$ cat src/rtl/control_sequencer_if.sv
// Control bundle between the hardwired sequencer and the Mini SRC datapath.
// The sequencer uses the master modport; the datapath (or a bench) uses slave.
interface control_sequencer_if #(
  parameter int unsigned WORD = 32
);
  logic [WORD-1:0] ir;
  logic            con_ff;
  logic [9:0]      bus_src;
  logic [11:0]     reg_ld;
  logic [2:0]      gr_sel;
  logic            inc_pc;
  logic            mem_read;
  logic            mem_write;
  logic            alu_add;
  logic            link_r15;
  logic            run;

  modport master (
    input  ir, con_ff,
    output bus_src, reg_ld, gr_sel, inc_pc, mem_read, mem_write, alu_add, link_r15, run
  );

  modport slave (
    output ir, con_ff,
    input  bus_src, reg_ld, gr_sel, inc_pc, mem_read, mem_write, alu_add, link_r15, run
  );
endinterface

$ cat src/rtl/control_sequencer.sv
// Hardwired Moore control unit for the Mini SRC datapath: common fetch in
// T0..T2, opcode-specific execute steps in T3..T7, then back to T0.
module control_sequencer #(
  parameter int unsigned OPW  = 5,
  parameter int unsigned WORD = 32
) (
  input  logic                 clk,
  input  logic                 clr,
  control_sequencer_if.master  cs
);

  typedef enum logic [3:0] {
    StRst, StT0, StT1, StT2, StT3, StT4, StT5, StT6, StT7, StHalt
  } state_e;

  // bus_src bit positions
  localparam int unsigned BBa = 9, BR = 8, BC = 7, BInPort = 6, BLo = 5, BHi = 4;
  localparam int unsigned BZLow = 3, BZHigh = 2, BMdr = 1, BPc = 0;
  // reg_ld bit positions
  localparam int unsigned LCon = 11, LOutPort = 10, LR = 9, LHi = 8, LLo = 7, LZHigh = 6;
  localparam int unsigned LZLow = 5, LY = 4, LIr = 3, LMdr = 2, LPc = 1, LMar = 0;
  // gr_sel bit positions
  localparam int unsigned GA = 2, GB = 1, GC = 0;

  localparam logic [OPW-1:0] OpLd   = OPW'(0),  OpLdi  = OPW'(1),  OpSt   = OPW'(2);
  localparam logic [OPW-1:0] OpAdd  = OPW'(3),  OpSub  = OPW'(4),  OpShr  = OPW'(5);
  localparam logic [OPW-1:0] OpShl  = OPW'(6),  OpRor  = OPW'(7),  OpRol  = OPW'(8);
  localparam logic [OPW-1:0] OpAnd  = OPW'(9),  OpOr   = OPW'(10), OpAddi = OPW'(11);
  localparam logic [OPW-1:0] OpAndi = OPW'(12), OpOri  = OPW'(13), OpMul  = OPW'(14);
  localparam logic [OPW-1:0] OpDiv  = OPW'(15), OpNeg  = OPW'(16), OpNot  = OPW'(17);
  localparam logic [OPW-1:0] OpBr   = OPW'(18), OpJr   = OPW'(19), OpJal  = OPW'(20);
  localparam logic [OPW-1:0] OpIn   = OPW'(21), OpOut  = OPW'(22), OpMfhi = OPW'(23);
  localparam logic [OPW-1:0] OpMflo = OPW'(24), OpNop  = OPW'(25), OpHalt = OPW'(26);

  state_e          state_q, state_d;
  logic [OPW-1:0]  op;
  logic            is_nop;
  logic [9:0]      bus_src;
  logic [11:0]     reg_ld;
  logic [2:0]      gr_sel;
  logic            inc_pc, mem_read, mem_write, alu_add, link_r15, run;
  logic            unused_ir;

  assign op        = cs.ir[WORD-1 -: OPW];
  assign unused_ir = ^cs.ir[WORD-OPW-1:0];
  // Undefined opcodes above halt behave like nop.
  assign is_nop    = (op >= OpNop) && (op != OpHalt);

  // State register; clr wins over every state, including HALT.
  always_ff @(posedge clk) begin
    if (clr) state_q <= StRst;
    else     state_q <= state_d;
  end

  // Next-state and Moore output decode from state, opcode and con_ff.
  always_comb begin
    state_d   = state_q;
    bus_src   = '0;
    reg_ld    = '0;
    gr_sel    = '0;
    inc_pc    = 1'b0;
    mem_read  = 1'b0;
    mem_write = 1'b0;
    alu_add   = 1'b0;
    link_r15  = 1'b0;
    run       = 1'b0;
    unique case (state_q)
      StRst: state_d = StT0;
      StT0: begin
        run = 1'b1;
        bus_src[BPc] = 1'b1; reg_ld[LMar] = 1'b1; reg_ld[LZLow] = 1'b1; inc_pc = 1'b1;
        state_d = StT1;
      end
      StT1: begin
        run = 1'b1;
        bus_src[BZLow] = 1'b1; reg_ld[LPc] = 1'b1; reg_ld[LMdr] = 1'b1; mem_read = 1'b1;
        state_d = StT2;
      end
      StT2: begin
        run = 1'b1;
        bus_src[BMdr] = 1'b1; reg_ld[LIr] = 1'b1;
        state_d = is_nop ? StT0 : StT3;
      end
      StT3: begin
        run = 1'b1;
        state_d = StT4;
        case (op)
          OpAdd, OpSub, OpShr, OpShl, OpRor, OpRol, OpAnd, OpOr, OpAddi, OpAndi, OpOri: begin
            gr_sel[GB] = 1'b1; bus_src[BR] = 1'b1; reg_ld[LY] = 1'b1;
          end
          OpNeg, OpNot: begin
            gr_sel[GB] = 1'b1; bus_src[BR] = 1'b1; reg_ld[LZLow] = 1'b1;
          end
          OpMul, OpDiv: begin
            gr_sel[GA] = 1'b1; bus_src[BR] = 1'b1; reg_ld[LY] = 1'b1;
          end
          OpLd, OpLdi, OpSt: begin
            gr_sel[GB] = 1'b1; bus_src[BBa] = 1'b1; reg_ld[LY] = 1'b1;
          end
          OpBr: begin
            gr_sel[GA] = 1'b1; bus_src[BR] = 1'b1; reg_ld[LCon] = 1'b1;
          end
          OpJr: begin
            gr_sel[GA] = 1'b1; bus_src[BR] = 1'b1; reg_ld[LPc] = 1'b1; state_d = StT0;
          end
          OpJal: begin
            bus_src[BPc] = 1'b1; reg_ld[LR] = 1'b1; link_r15 = 1'b1;
          end
          OpIn: begin
            bus_src[BInPort] = 1'b1; gr_sel[GA] = 1'b1; reg_ld[LR] = 1'b1; state_d = StT0;
          end
          OpOut: begin
            gr_sel[GA] = 1'b1; bus_src[BR] = 1'b1; reg_ld[LOutPort] = 1'b1; state_d = StT0;
          end
          OpMfhi: begin
            bus_src[BHi] = 1'b1; gr_sel[GA] = 1'b1; reg_ld[LR] = 1'b1; state_d = StT0;
          end
          OpMflo: begin
            bus_src[BLo] = 1'b1; gr_sel[GA] = 1'b1; reg_ld[LR] = 1'b1; state_d = StT0;
          end
          OpHalt:  state_d = StHalt;
          default: state_d = StT0;
        endcase
      end
      StT4: begin
        run = 1'b1;
        state_d = StT5;
        case (op)
          OpAdd, OpSub, OpShr, OpShl, OpRor, OpRol, OpAnd, OpOr: begin
            gr_sel[GC] = 1'b1; bus_src[BR] = 1'b1; reg_ld[LZLow] = 1'b1;
          end
          OpAddi, OpAndi, OpOri: begin
            bus_src[BC] = 1'b1; reg_ld[LZLow] = 1'b1;
          end
          OpNeg, OpNot: begin
            bus_src[BZLow] = 1'b1; gr_sel[GA] = 1'b1; reg_ld[LR] = 1'b1; state_d = StT0;
          end
          OpMul, OpDiv: begin
            gr_sel[GB] = 1'b1; bus_src[BR] = 1'b1; reg_ld[LZHigh] = 1'b1; reg_ld[LZLow] = 1'b1;
          end
          OpLd, OpLdi, OpSt: begin
            bus_src[BC] = 1'b1; reg_ld[LZLow] = 1'b1; alu_add = 1'b1;
          end
          OpBr: begin
            bus_src[BPc] = 1'b1; reg_ld[LY] = 1'b1;
          end
          OpJal: begin
            gr_sel[GA] = 1'b1; bus_src[BR] = 1'b1; reg_ld[LPc] = 1'b1; state_d = StT0;
          end
          default: state_d = StT0;
        endcase
      end
      StT5: begin
        run = 1'b1;
        state_d = StT6;
        case (op)
          OpAdd, OpSub, OpShr, OpShl, OpRor, OpRol, OpAnd, OpOr, OpAddi, OpAndi, OpOri,
          OpLdi: begin
            bus_src[BZLow] = 1'b1; gr_sel[GA] = 1'b1; reg_ld[LR] = 1'b1; state_d = StT0;
          end
          OpMul, OpDiv: begin
            bus_src[BZLow] = 1'b1; reg_ld[LLo] = 1'b1;
          end
          OpLd, OpSt: begin
            bus_src[BZLow] = 1'b1; reg_ld[LMar] = 1'b1;
          end
          OpBr: begin
            bus_src[BC] = 1'b1; reg_ld[LZLow] = 1'b1; alu_add = 1'b1;
          end
          default: state_d = StT0;
        endcase
      end
      StT6: begin
        run = 1'b1;
        state_d = StT0;
        case (op)
          OpMul, OpDiv: begin
            bus_src[BZHigh] = 1'b1; reg_ld[LHi] = 1'b1;
          end
          OpLd: begin
            mem_read = 1'b1; reg_ld[LMdr] = 1'b1; state_d = StT7;
          end
          OpSt: begin
            gr_sel[GA] = 1'b1; bus_src[BR] = 1'b1; reg_ld[LMdr] = 1'b1; state_d = StT7;
          end
          // Branch target is taken only when the CON FF is set this cycle.
          OpBr: begin
            bus_src[BZLow] = 1'b1; reg_ld[LPc] = cs.con_ff;
          end
          default: state_d = StT0;
        endcase
      end
      StT7: begin
        run = 1'b1;
        state_d = StT0;
        case (op)
          OpLd: begin
            bus_src[BMdr] = 1'b1; gr_sel[GA] = 1'b1; reg_ld[LR] = 1'b1;
          end
          OpSt:    mem_write = 1'b1;
          default: state_d = StT0;
        endcase
      end
      StHalt:  state_d = StHalt;
      default: state_d = StRst;
    endcase
  end

  assign cs.bus_src   = bus_src;
  assign cs.reg_ld    = reg_ld;
  assign cs.gr_sel    = gr_sel;
  assign cs.inc_pc    = inc_pc;
  assign cs.mem_read  = mem_read;
  assign cs.mem_write = mem_write;
  assign cs.alu_add   = alu_add;
  assign cs.link_r15  = link_r15;
  assign cs.run       = run;

endmodule

$ cat src/flat_wrapper.sv
// flat-port wrapper written by rule: the top's interface ports become plain ports
module control_sequencer_flat 
#(
  parameter int unsigned OPW  = 5,
  parameter int unsigned WORD = 32
)
  (clk, clr, cs_ir, cs_con_ff, cs_bus_src, cs_reg_ld, cs_gr_sel, cs_inc_pc, cs_mem_read, cs_mem_write, cs_alu_add, cs_link_r15, cs_run);
  control_sequencer_if #(.WORD(WORD)) cs_i ();
  input  logic clk;
  input  logic clr;
  input wire logic [$bits(cs_i.ir)-1:0] cs_ir;
  input wire logic [$bits(cs_i.con_ff)-1:0] cs_con_ff;
  output wire logic [$bits(cs_i.bus_src)-1:0] cs_bus_src;
  output wire logic [$bits(cs_i.reg_ld)-1:0] cs_reg_ld;
  output wire logic [$bits(cs_i.gr_sel)-1:0] cs_gr_sel;
  output wire logic [$bits(cs_i.inc_pc)-1:0] cs_inc_pc;
  output wire logic [$bits(cs_i.mem_read)-1:0] cs_mem_read;
  output wire logic [$bits(cs_i.mem_write)-1:0] cs_mem_write;
  output wire logic [$bits(cs_i.alu_add)-1:0] cs_alu_add;
  output wire logic [$bits(cs_i.link_r15)-1:0] cs_link_r15;
  output wire logic [$bits(cs_i.run)-1:0] cs_run;
  assign cs_i.ir = cs_ir;
  assign cs_i.con_ff = cs_con_ff;
  assign cs_bus_src = cs_i.bus_src;
  assign cs_reg_ld = cs_i.reg_ld;
  assign cs_gr_sel = cs_i.gr_sel;
  assign cs_inc_pc = cs_i.inc_pc;
  assign cs_mem_read = cs_i.mem_read;
  assign cs_mem_write = cs_i.mem_write;
  assign cs_alu_add = cs_i.alu_add;
  assign cs_link_r15 = cs_i.link_r15;
  assign cs_run = cs_i.run;
  control_sequencer #(.OPW(OPW), .WORD(WORD)) u_core (.clk(clk), .clr(clr), .cs(cs_i));
endmodule
$ cat config.mk
export PLATFORM = sky130hd
export DESIGN_NAME = control_sequencer_flat
export DESIGN_NICKNAME = d
export VERILOG_FILES = /design/src/rtl/control_sequencer_if.sv /design/src/rtl/control_sequencer.sv /design/src/flat_wrapper.sv
export SDC_FILE = /design/constraint.sdc
export NUM_CORES = 1
export LEC_CHECK = 0
export CORE_AREA = 2 2 56 58
export DETAILED_ROUTE_END_ITERATION = 7
export DIE_AREA = 0 0 58 60
export GPL_TIMING_DRIVEN = 0
export PLACE_DENSITY = 0.78
export SYNTH_ARGS = -nofsm -noshare
export SYNTH_HDL_FRONTEND = slang
export SYNTH_SLANG_ARGS = --single-unit
export TNS_END_PERCENT = 10
$ cat constraint.sdc
create_clock -name clk -period 2.05 [get_ports clk]
set_input_delay 0.3075 -clock clk [delete_from_list [all_inputs] [get_ports clk]]
set_output_delay 0.3075 -clock clk [all_outputs]
set_load 0.01 [all_outputs]
==> results of run 1 <==
## kinds of logic after synthesis
kind of cell | after synthesis | share of synthesized area
compound gates | 43 | 0.289
xor+xnor | 4 | 0.0352
fa+ha+maj | 1 | 0.0101
buf+inv | 23 | 0.111
flops | 4 | 0.0804
mux | 2 | 0.0201
simple gates | 80 | 0.455
## worst max-delay path, stage by stage, from the launching register on
cell      delay [ps]
dfxtp_2          350
nand2b_4         180
or3_1            370
buf_2            180
or2_0            220
o211ai_1         110
buf_2            170
## power breakdown
| group | switching [mW] | internal [mW] | total [mW] |
|---|---|---|---|
| clock | 0.0318 | 0.0655 | 0.0972 |
| sequential | 0.00833 | 0.0825 | 0.0908 |
| combinational | 0.129 | 0.110 | 0.239 |
| total | 0.169 | 0.258 | 0.427 |
## through the flow
stage                     cells  total power, mW  setup TNS [ps]   util
after global routing        231            0.462            -983  0.522
after global placement      224            0.308          -10480  0.475
after floorplan             157            0.230               0      -
final                       231            0.427            -179  0.522
after CTS                   230            0.427            -360  0.515
after detailed placement    224            0.309          -10300  0.475
## final cells by class
| cell class | instances | area share |
|---|---|---|
| Inverter | 4 | 0.00990 |
| Multi-Input combinational cell | 130 | 0.598 |
| Sequential cell | 4 | 0.0569 |
| Timing Repair Buffer | 38 | 0.199 |
| Clock buffer | 3 | 0.0149 |
| Buffer | 19 | 0.0941 |
| Tap cell | 33 | 0.0272 |
## final timing paths
check / start / endpoint / slack [ps] / depth (start not counted)
worst min register to register: u_core.state_q[0] / u_core.state_q[3] / 740 / 3
worst min-delay path: cs_ir[29] / u_core.state_q[3] / 590 / 4
worst max register to register: u_core.state_q[2] / u_core.state_q[2] / 480 / 6
worst max-delay path: u_core.state_q[1] / cs_bus_src[8] / -60 / 6
## metal layers
layer  wire, um  vias up  track usage
met1       1510      624        0.256
met4         68        0       0.0997
met3        155       10       0.0108
met2       1670       49        0.341
li1           -      656            -
met5          0        -            0
## cell usage after synthesis (all sizes together) (5+ instances only)
cell,number,area [um^2]
nor3,9,45.0
nor2b,5,31.3
buf,16,83.8
nor2,15,56.3
nand2b,7,43.8
o21ai,7,35.0
nand3,5,25.0
a21oi,9,45.0
nand2,13,48.8
## what timing repair did
item / CTS / global route
pin swaps: 7 / 2
setup endpoints to repair: 31 / 22
resized for setup: 80 / 33
setup buffers: 3 / 1
==> flow_metrics.tcl, run 1 <==
set metrics [dict create \
    gpl.final_weighted_congestion 0.962 \
    grt_antenna_before_repair 0 \
    clock-sinks 4 \
    hp-class "in -> reg" \
    post_route_drc_violation_count 0 \
    place_worst_setup_slack_ps -622 \
    cts-buffers-inserted 3 \
    layout-drive-gt1-share 0.313 \
    crit_required_ps 1740 \
    final_net_count 235 \
    ys_seq_elements 4 \
    die_h_um 60 \
    port_buffers 34 \
    netlist-cell-type-count 51 \
    synth-edff-count 0 \
    clkTransAtPathRegs_ps 40 \
    placeableCoreArea_um2 2900 \
    synthesis.area_per_instance_um2 6.34 \
    deepest_level_of_the_cts_h_tree 1 \
    pwr_density_cell_nw_per_um2 282 \
    reg_top3 "u_core.state_q x4" \
    clock_skew_ps 1.97 \
    worstSkewPairLatency_ps 230 \
    setup_viol 5 \
    cp.arrival_ps 1800 \
    start_util 0.343 \
    total_of_max_cap_violations 0 \
    drt_pre_antenna_iters 4 \
    die_w_um 58 \
    synth-main-ff-cell "dfxtp_1" \
    syn-instance-count 157 \
    finalInstanceArea_um2 1520 \
    vdd_ir_drop_max_uv 294 \
    final_cell_mix "nor2_1, buf_2, nand2_1" \
    grt_pass1_vias 1233 \
    largest_register_by_flop_count "u_core.state_q" \
    clock-root-buffer "clkbuf_4" \
    netlist_area_um2 996 \
    grt_start_max_net_pins 11 \
    gr-usage-all-layers 0.200 \
    placement_rows 20 \
    final.period_utilization 1.03 \
    critPathKind "reg -> out" \
    static-leakage-power_nw 0.663 \
    num-fill-cells 300 \
    fin_worst_hold_slack_ps 591 \
    ff_latch_area_um2 86.3 \
    outcome "finished, violations left" \
    rsz0062_at_grt "yes" \
    hpwlAfterDp_mm 2.46 \
    routed_wl_mm 3.41 \
    antenna_cells 0 \
    full_die_area_um2 3480 \
    dr.first_iter.drc_count 22 \
    cts_hold_buffers 0 \
    critical_path.endpoint_type "primary output" \
    cts_tree "built" \
    grt_pass1_wl_mm 5.51 \
    timing.final.hold_violations 0 \
    dpl-instance-area_um2 1380 \
    drv_slew 0 \
    fmax_mhz 474 \
    yosysWarningCount 0 \
    leading_cell_type_in_the_layout_fill_and_taps_excluded "nor2_1" \
    crit_path_start_kind "flop" \
    violations_in_the_final_reports "setup timing" \
    synth_nets 192 \
    worst-slew-pin-transition_ps 455 \
    cts.path.max_buffers 2 \
    area_delta_synth_final_pct 52.3 \
    io_pins 66 \
    avgRoutedWirePerCell_um 14.8 \
    final_period_minus_worst_setup_slack_ps 2110 \
    multi_input_area_um2 907 \
    timing.slew.headroom 0.694 \
    largest_register_ffs 4 \
    synthArstFlopShare 0 \
    synth.yosys.seq_area_share 0.0804 \
    finalWorstSetupSlack_ps -61.9 \
    routed_vias 1339 \
    critPathMaxFanout 9 \
    grt_overflow_total 0 \
    final_antenna_net_count 0 \
    route.detailed.vias_per_inst 5.80 \
]
(Power assumes the default switching activity.)
==> run 2: changes to the inputs <==
RECOVER_POWER = 50   (was unset)
SLEW_MARGIN = 20   (was unset)
==> flow_metrics.tcl, run 2 (synthesis results as in run 1) <==
set metrics [dict create \
    outcome "finished, violations left" \
    violations_in_the_final_reports "setup timing" \
    cts-buffers-inserted 3 \
    final_period_minus_worst_setup_slack_ps 2120 \
    drt_pre_antenna_iters 4 \
    deepest_level_of_the_cts_h_tree 1 \
    port_buffers 34 \
    antenna_cells 0 \
    layout-drive-gt1-share 0.303 \
    final.period_utilization 1.03 \
    hp-class "in -> reg" \
    multi_input_area_um2 897 \
    finalWorstSetupSlack_ps -65.1 \
    die_w_um 58 \
    critical_path.endpoint_type "primary output" \
    clkTransAtPathRegs_ps 40 \
    pwr_density_cell_nw_per_um2 284 \
    ff_latch_area_um2 86.3 \
    cpLargestDelayFamily "simple AND/OR/NAND/NOR gates" \
    critical_path.endpoint "cs_bus_src[8]" \
    routed_vias 1348 \
    cpMostUsedCell "buf_2" \
    largest_register_ffs 4 \
    final_net_count 235 \
    worst_r2r_path_depth 6 \
    largest_register_by_flop_count "u_core.state_q" \
    start_util 0.343 \
    cts_hold_buffers 0 \
    setup_viol 5 \
    finalInstanceArea_um2 1500 \
    clock_skew_ps 1.60 \
    grt_overflow_total 0 \
    dpl-instance-area_um2 1380 \
    grt_antenna_before_repair 0 \
    timing.slew.headroom 0.641 \
    placeableCoreArea_um2 2900 \
    whs_path_cells 4 \
    critPathKind "reg -> out" \
    drv_slew 0 \
    io_pins 66 \
    fmax_mhz 473 \
    crit_required_ps 1740 \
    static-leakage-power_nw 0.641 \
    final_antenna_net_count 0 \
    avgRoutedWirePerCell_um 14.7 \
    crit_chain "nand2b_4 > or3_1 > buf_2 > or2_0 > o211ai_1 > buf_2" \
    die_h_um 60 \
    crit_cells 6 \
    clock-sinks 4 \
    grt_pass1_vias 1233 \
    grt_pass1_wl_mm 5.51 \
    place_inst 224 \
    area_delta_synth_final_pct 50.3 \
    full_die_area_um2 3480 \
    worst_r2r_startpoint "u_core.state_q[2]" \
    timing.final.hold_violations 0 \
    worst-slew-pin-transition_ps 538 \
    cts_tree "built" \
    post_layout_nonfiller_instances 231 \
    critPathMaxFanout 9 \
    hpwlAfterDp_mm 2.46 \
    grt_start_max_net_pins 11 \
    fin_worst_hold_slack_ps 589 \
    critical-path-max-stage-delay_ps 370 \
    crit-reg2reg-capture "u_core.state_q[2]" \
    cp.arrival_ps 1810 \
    place_worst_setup_slack_ps -622 \
    vdd_ir_drop_max_uv 294 \
    worstSkewPairLatency_ps 230 \
    total_of_max_cap_violations 0 \
    regToRegSetupSlack_ps 490 \
    dr.first_iter.drc_count 15 \
    num-fill-cells 301 \
    route.detailed.vias_per_inst 5.84 \
    routed_wl_mm 3.40 \
    cp-startpoint "u_core.state_q[1]" \
    clock-root-buffer "clkbuf_4" \
    cts.path.max_buffers 2 \
    sum_of_buffers_and_inverters_on_the_critical_path 2 \
    leading_cell_type_in_the_layout_fill_and_taps_excluded "nor2_1" \
    crit_path_start_kind "flop" \
    rsz0062_at_grt "yes" \
    reg_top3 "u_core.state_q x4" \
    post_route_drc_violation_count 0 \
    gr-usage-all-layers 0.200 \
    critical-path-slowest-cell "or3_1" \
    final_cell_mix "nor2_1, nand2_1, buf_2" \
    gpl.final_weighted_congestion 0.962 \
    placement_rows 20 \
]
-- run 2: changes by cell type in the layout (fill, tap and decap cells not counted), sizes merged --
cell,previous run,this run
dlymetal6s2s,2,1
clkdlybuf4s25,0,1
clkbuf,13,15
buf,26,24
-- run 2: cell type report --
class | instances | share of cell area
buffer | 19 | 0.0903
clock buffer | 3 | 0.0151
inverter | 4 | 0.0100
multi-input combinational | 130 | 0.599
sequential | 4 | 0.0577
tap | 33 | 0.0276
timing repair buffer | 38 | 0.200
-- run 2: per-layer routing --
metal,up-vias,routed length [um],global-route usage
met1,630,1490,0.256
met5,-,0,0
met2,51,1700,0.341
met4,0,65,0.0997
li1,657,-,-
met3,10,154,0.0108
-- run 2: worst min path at each step --
| stage | startpoint | endpoint | slack [ps] |
|---|---|---|---|
| 2_1_floorplan | clr | u_core.state_q[0] | 540 |
| 3_3_place_gp | u_core.state_q[1] | u_core.state_q[1] | 790 |
| 3_5_place_dp | u_core.state_q[1] | u_core.state_q[1] | 810 |
| 4_1_cts | cs_ir[29] | u_core.state_q[3] | 560 |
| 5_1_grt | cs_ir[29] | u_core.state_q[3] | 610 |
| 6_report | cs_ir[29] | u_core.state_q[3] | 590 |
-- run 2: per-stage QoR --
stage          utilization  TNS (ps)  total power, mW
2_1_floorplan            -         0            0.230
3_3_place_gp         0.475    -10480            0.308
3_5_place_dp         0.475    -10300            0.309
4_1_cts              0.515      -360            0.427
5_1_grt              0.516     -1040            0.460
6_report             0.516      -196            0.425
-- run 2: worst min-delay path, cell delays in order --
cell and delay, ps:
buf_4 160, nor2b_1 100, nand4_1 130, a21oi_1 70
-- run 2: timing repair --
item	in CTS	in global routing
buffers inserted	3	1
endpoints found under the hold margin	0	0
pin swaps	7	2
setup endpoints to repair	31	22
gates resized for setup	80	33
-- run 2: report_power, final --
part | switching (mW) | total [mW] | internal [mW] | leakage, nW
clock network | 0.0315 | 0.0970 | 0.0655 | 0.0138
registers | 0.00854 | 0.0911 | 0.0825 | 0.0341
logic | 0.128 | 0.237 | 0.108 | 0.594
total | 0.168 | 0.425 | 0.256 | 0.641
